**src/rtl/dec_ascii_streamer.sv**
```systemverilog
// Binary-to-decimal ASCII streamer: sequential double-dabble conversion followed by
// MSD-first emission of '0'..'9' with leading zeros suppressed, one char per beat.
module dec_ascii_streamer #(
   parameter int unsigned WIDTH = 16,
   parameter int unsigned NDIG  = 5
) (
   input  logic             clk_i,
   input  logic             rst_i,
   input  logic             in_valid_i,
   output logic             in_ready_o,
   input  logic [WIDTH-1:0] in_value_i,
   output logic             out_valid_o,
   input  logic             out_ready_i,
   output logic [7:0]       out_char_o,
   output logic             out_last_o
);

   // Number of decimal digits needed for the largest WIDTH-bit value.
   function automatic int unsigned dec_digits(input int unsigned w);
      longint unsigned m;
      int unsigned     d;
      m = (w >= 64) ? '1 : ((64'd1 << w) - 64'd1);
      d = 1;
      m = m / 64'd10;
      while (m != 64'd0) begin
         m = m / 64'd10;
         d = d + 1;
      end
      return d;
   endfunction

   localparam int unsigned BCDW     = 4 * NDIG;
   localparam int unsigned IDXW     = (NDIG > 1) ? $clog2(NDIG) : 1;
   localparam int unsigned CNTW     = (WIDTH > 1) ? $clog2(WIDTH) : 1;
   localparam int unsigned NEED_DIG = dec_digits(WIDTH);

   if (NDIG < NEED_DIG) begin : g_ndig_check
      $error("dec_ascii_streamer: NDIG too small for WIDTH");
   end

   typedef enum logic [1:0] {
      S_IDLE    = 2'd0,
      S_CONVERT = 2'd1,
      S_EMIT    = 2'd2
   } state_e;

   state_e            state_q;
   logic [WIDTH-1:0]  shreg_q;
   logic [BCDW-1:0]   bcd_q;
   logic [CNTW-1:0]   cnt_q;
   logic [IDXW-1:0]   idx_q;

   logic [BCDW-1:0]   bcd_adj;
   logic [BCDW-1:0]   bcd_d;
   logic [WIDTH-1:0]  shreg_d;
   logic [IDXW-1:0]   start_idx;

   function automatic logic [7:0] to_ascii(input logic [BCDW-1:0] b, input logic [IDXW-1:0] i);
      return 8'h30 + {4'h0, b[4*int'(i) +: 4]};
   endfunction

   // Add-3 correction on every nibble >= 5 before the shift.
   for (genvar g = 0; g < NDIG; g++) begin : g_adj
      assign bcd_adj[4*g +: 4] = (bcd_q[4*g +: 4] >= 4'd5) ? (bcd_q[4*g +: 4] + 4'd3)
                                                            : bcd_q[4*g +: 4];
   end

   assign {bcd_d, shreg_d} = {bcd_adj, shreg_q} << 1;

   // Highest nonzero nibble of the post-shift value; all-zero maps to nibble 0.
   always_comb begin
      start_idx = '0;
      for (int i = 0; i < NDIG; i++) begin
         if (bcd_d[4*i +: 4] != 4'd0) start_idx = IDXW'(i);
      end
   end

   // Ready is withheld during the reset cycle itself.
   assign in_ready_o = (state_q == S_IDLE) && !rst_i;

   always_ff @(posedge clk_i) begin
      if (rst_i) begin
         state_q     <= S_IDLE;
         shreg_q     <= '0;
         bcd_q       <= '0;
         cnt_q       <= '0;
         idx_q       <= '0;
         out_valid_o <= 1'b0;
         out_last_o  <= 1'b0;
         out_char_o  <= 8'h30;
      end else begin
         case (state_q)
            S_IDLE: begin
               if (in_valid_i) begin
                  shreg_q <= in_value_i;
                  bcd_q   <= '0;
                  cnt_q   <= '0;
                  state_q <= S_CONVERT;
               end
            end
            S_CONVERT: begin
               bcd_q   <= bcd_d;
               shreg_q <= shreg_d;
               cnt_q   <= cnt_q + CNTW'(1);
               if (cnt_q == CNTW'(WIDTH - 1)) begin
                  state_q     <= S_EMIT;
                  idx_q       <= start_idx;
                  out_valid_o <= 1'b1;
                  out_char_o  <= to_ascii(bcd_d, start_idx);
                  out_last_o  <= (start_idx == '0);
               end
            end
            S_EMIT: begin
               if (out_ready_i) begin
                  if (idx_q == '0) begin
                     state_q     <= S_IDLE;
                     out_valid_o <= 1'b0;
                     out_last_o  <= 1'b0;
                  end else begin
                     idx_q      <= idx_q - IDXW'(1);
                     out_char_o <= to_ascii(bcd_q, idx_q - IDXW'(1));
                     out_last_o <= (idx_q == IDXW'(1));
                  end
               end
            end
            default: begin
               state_q     <= S_IDLE;
               out_valid_o <= 1'b0;
               out_last_o  <= 1'b0;
            end
         endcase
      end
   end

endmodule

```
**config.mk**
```make
export PLATFORM = sky130hd
export DESIGN_NAME = dec_ascii_streamer
export DESIGN_NICKNAME = d
export VERILOG_FILES = /design/src/rtl/dec_ascii_streamer.sv
export SDC_FILE = /design/constraint.sdc
export NUM_CORES = 1
export LEC_CHECK = 0
export ABC_CLOCK_PERIOD_IN_PS = 2050
export CAP_MARGIN = 10
export CORE_MARGIN = 1.5
export CORE_UTILIZATION = 31
export DETAILED_ROUTE_END_ITERATION = 10
export HOLD_SLACK_MARGIN = 0.12
export PLACE_DENSITY = 0.59
export SETUP_SLACK_MARGIN = 0.15
export SKIP_LAST_GASP = 1
export SYNTH_ARGS = -nofsm -noshare
export SYNTH_HDL_FRONTEND = slang
export SYNTH_SLANG_ARGS = --single-unit
```
**constraint.sdc**
```tcl
create_clock -name clk_i -period 2.05 [get_ports clk_i]
set_input_delay 0.5125 -clock clk_i [delete_from_list [all_inputs] [get_ports clk_i]]
set_output_delay 0.5125 -clock clk_i [all_outputs]
set_load 0.02 [all_outputs]
```
==> flow_metrics.tcl <==
set metrics [dict create \
    holdPathStages 2 \
    num_rows 37 \
    areaGrowthSynthToFinish_pct 36.6 \
    ctsHtreeMaxLevel 2 \
    layout.cell_area.non_filler_um2 4460 \
    root_buffer "clkbuf_8" \
    synth-warning-count 0 \
    crit_path_time_final_ns 2.04 \
    synthCells 391 \
    synth_seq_cells 51 \
    antenna_cells 0 \
    route.detailed.vias_per_inst 5.27 \
    cap_violations 0 \
    critPathLaunchType "flop" \
    synth_sequential_area_ratio_pct 31.3 \
    gp_congestion 0.849 \
    slew_violations 0 \
    hold_slack_ns 0.487 \
    worst-setup-path-type "reg2reg" \
    postSynth.topFlopCell "dfxtp_1" \
    final_layout_size_suffix_gt1_share_pct 29.6 \
    edff_count_synth 0 \
    path_cells "inv_2, ha_4, nand2b_4, or3b_1, nand3_1, nor3_4, a221oi_1, a311oi_2" \
    worst_skew_pair_latency_ns 0.31 \
    detailedPlace.worstSlack_ns -0.0436 \
    post-route-period-util_pct 99.4 \
    hold_viol 0 \
    holdBufCountCts 0 \
    layout_setup_ws_ns 0.0129 \
    cts_made_buffers 5 \
    die_area_um2 11200 \
    cts_tree "yes" \
    drc 0 \
    post-layout-total-power_mw 2.76 \
    floorplan_die_width_um 106 \
    maxClockFrequency_ghz 0.491 \
    hp-class "reg2reg" \
    worst-r2r-cell-count 8 \
    slew_at_the_pin_with_the_worst_max_slew_slack_ns 0.504 \
    rsz_0062_raised_after_global_routing "true" \
    power.leakage_nw 1.68 \
    yosys-top-cells-area "dfxtp_1 (31%), mux2i_1 (7.1%), ha_1 (6.5%)" \
    fin_setup_tns_ns 0 \
    async_reset_ff_share_pct 0 \
    worst_setup_path_end_kind "flop" \
    synth.cell_area_um2 3260 \
    worst_path_max_delay_cell "or3b_1" \
    dr_total_vias 3082 \
    crit-reg2reg-launch "bcd_q[12]$_SDFFE_PP0P_" \
    num_io_pins 31 \
    grt_antenna_before_repair 0 \
    ctsLongestPathBuffers 2 \
    hold_path.startpoint "state_q[1]$_SDFFE_PP0P_" \
    hpwl_um 6240 \
    totalWireLength_um 8760 \
    floorplan.die.height_um 106 \
    critical_path_peak_fanout 5 \
    crit-reg2reg-capture "out_char_o[0]$_SDFFE_PP0P_" \
    reg2reg_slack_ns 0.01 \
    count_of_port_buffers_added_during_placement 26 \
    worst_ir_drop_vdd_mv 0.319 \
    design.final.nets 485 \
    ant_nets 0 \
    timing.critical_path.required_ns 2.24 \
    detailed_route_wire_length_per_cell_um 15.0 \
    synthDominantCellAreaShare_pct 31.3 \
    worst_case_clock_skew_ns 0.00878 \
    first_drt_iteration_drcs 109 \
    avgSynthCellArea_um2 8.35 \
    initial_core_util_pct 31.8 \
    detail_route.first_pass.iterations 4 \
    grt_first_pass_wirelength_um 14500 \
    arrival_ns 2.23 \
    run_status "finished clean" \
    tritoncts_num_sinks 51 \
    track_usage_pct 16.0 \
    hold_end "state_q[1]$_SDFFE_PP0P_" \
    grt_overflow 0 \
    final_report_setup_violation_count 0 \
    relSlewSlack_pct 66.0 \
    power_density_nw_per_um2 618 \
    post-synth-top-area-cell "dfxtp_1" \
    maximum_number_of_pins_on_one_net_before_global_route_repair 30 \
    core_region_area_um2 10300 \
    number_of_global_route_vias_before_repair 2929 \
    placed_cell_area_um2 4070 \
    clk_pin_slew_ns 0.11 \
    post_synth_num_cell_types 67 \
    longest_individual_stage_delay_on_the_worst_path_ns 0.40 \
]
## timing repair
| item | in CTS | in global routing |
|---|---|---|
| pin swaps | 19 | 12 |
| setup buffers | 9 | 2 |
| gates resized for setup | 29 | 18 |
| endpoints found under the setup margin | 9 | 31 |
| hold endpoints to repair | 0 | 0 |
## metrics by stage
| stage | util (%) | instances |
|---|---|---|
| finish | 43.4 | 585 |
| global route | 43.4 | 585 |
| CTS | 42.6 | 583 |
| detailed placement | 39.6 | 566 |
| global placement | 39.6 | 566 |
| floorplan | - | 393 |
## how the worst max path moves through the flow
stage | to | cells past startpoint | start | slack, ns
5_1_grt | out_char_o[1]$_SDFFE_PP0P_ | 8 | bcd_q[5]$_SDFFE_PP0P_ | -0.07
3_5_place_dp | out_char_o[1]$_SDFFE_PP0P_ | 6 | out_ready_i | -0.04
4_1_cts | out_char_o[1]$_SDFFE_PP0P_ | 8 | bcd_q[9]$_SDFFE_PP0P_ | 0.05
3_3_place_gp | idx_q[1]$_SDFFE_PP0P_ | 8 | bcd_q[13]$_SDFFE_PP0P_ | -0.004
2_1_floorplan | out_char_o[1]$_SDFFE_PP0P_ | 8 | bcd_q[9]$_SDFFE_PP0P_ | 0.14
6_report | out_char_o[0]$_SDFFE_PP0P_ | 8 | bcd_q[12]$_SDFFE_PP0P_ | 0.01
## synthesized netlist by cell type (3+ instances only)
cell type / number
buf_2: 4
nor3_1: 6
a211oi_1: 16
clkbuf_1: 17
mux2i_1: 23
nand2b_1: 11
a22oi_1: 17
a31oi_1: 4
and3_1: 3
dfxtp_1: 51
nand3_1: 8
mux4_2: 3
inv_1: 18
buf_4: 4
ha_1: 17
nand3b_1: 4
a311oi_1: 3
nand2_1: 23
o22ai_1: 3
nor3b_1: 5
o21ai_0: 17
nor2_1: 50
a21oi_1: 24
xnor2_1: 6
## placed cells by master, fill, tap and decap left out, types with 4 or more instances in the layout
cell / synthesis / routed
conb_1: 2 / 4
nand2b_4: 0 / 5
inv_2: 0 / 5
buf_4: 4 / 44
a22oi_1: 17 / 17
inv_1: 18 / 10
nand3b_1: 4 / 4
nor2_1: 50 / 48
ha_1: 17 / 8
mux2i_1: 23 / 20
nand2b_1: 11 / 6
ha_4: 0 / 8
a211oi_1: 16 / 15
o21ai_0: 17 / 14
dfxtp_1: 51 / 41
a21oi_2: 2 / 5
nor3_1: 6 / 5
dfxtp_2: 0 / 7
xnor2_1: 6 / 5
nand3_1: 8 / 8
a21oi_1: 24 / 19
clkbuf_8: 0 / 5
nand2_1: 23 / 23
clkdlybuf4s50_1: 0 / 24
## per-layer routing
layer	global-route usage (%)	part of all wire (%)
met5	0	0
met4	3.28	0.81
met3	2.10	2.7
met2	27.8	49
met1	21.1	47
## worst max-delay path: cells and delay by family (launching register included)
| kind | cells | cell delay (ns) |
|---|---|---|
| AOI/OAI and AO/OA | 2 | 0.54 |
| adders and majority gates | 1 | 0.17 |
| buffers and inverters | 1 | 0.05 |
| DFF | 1 | 0.39 |
| and+or+nand+nor | 4 | 0.77 |
## flip-flops by register name, summed over array words and instances (netlist names)
| signal | cells |
|---|---|
| shreg_q | 16 |
| out_last_o | 1 |
| cnt_q | 4 |
| out_valid_o | 1 |
| idx_q | 3 |
| bcd_q | 20 |
| out_char_o | 4 |
| state_q | 2 |
## layout make-up
type                    instances  area [um2]
inverters                      18        75.1
multi-input cells             299        2420
well taps                     136         170
clock buffers                   6        93.8
flip-flops and latches         51        1040
clock inverters                 2        17.5
repair buffers                 73         641
fillers                      1043        5820
## where the power goes
| group | leakage [nW] | switching, mW | total (mW) | internal, mW |
|---|---|---|---|---|
| sequential | 0.421 | 0.0590 | 1.14 | 1.08 |
| clock | 0.0569 | 0.388 | 0.711 | 0.322 |
| combinational | 1.20 | 0.499 | 0.907 | 0.408 |
| total | 1.68 | 0.946 | 2.76 | 1.81 |
## cell families (layout without fill, tap and decap cells)
group,after synthesis,after routing,share of synthesized area [%]
adder cells (fa/ha/maj),17,17,6.52
other,2,4,0.230
XOR/XNOR,6,6,1.61
buffers and inverters,43,99,5.56
AO/OA/AOI/OAI,112,112,23.4
flip-flops,51,51,31.3
AND/OR/NAND/NOR,131,131,20.7
multiplexers,29,29,10.7
Note: power is estimated with default switching activity, not from simulation.
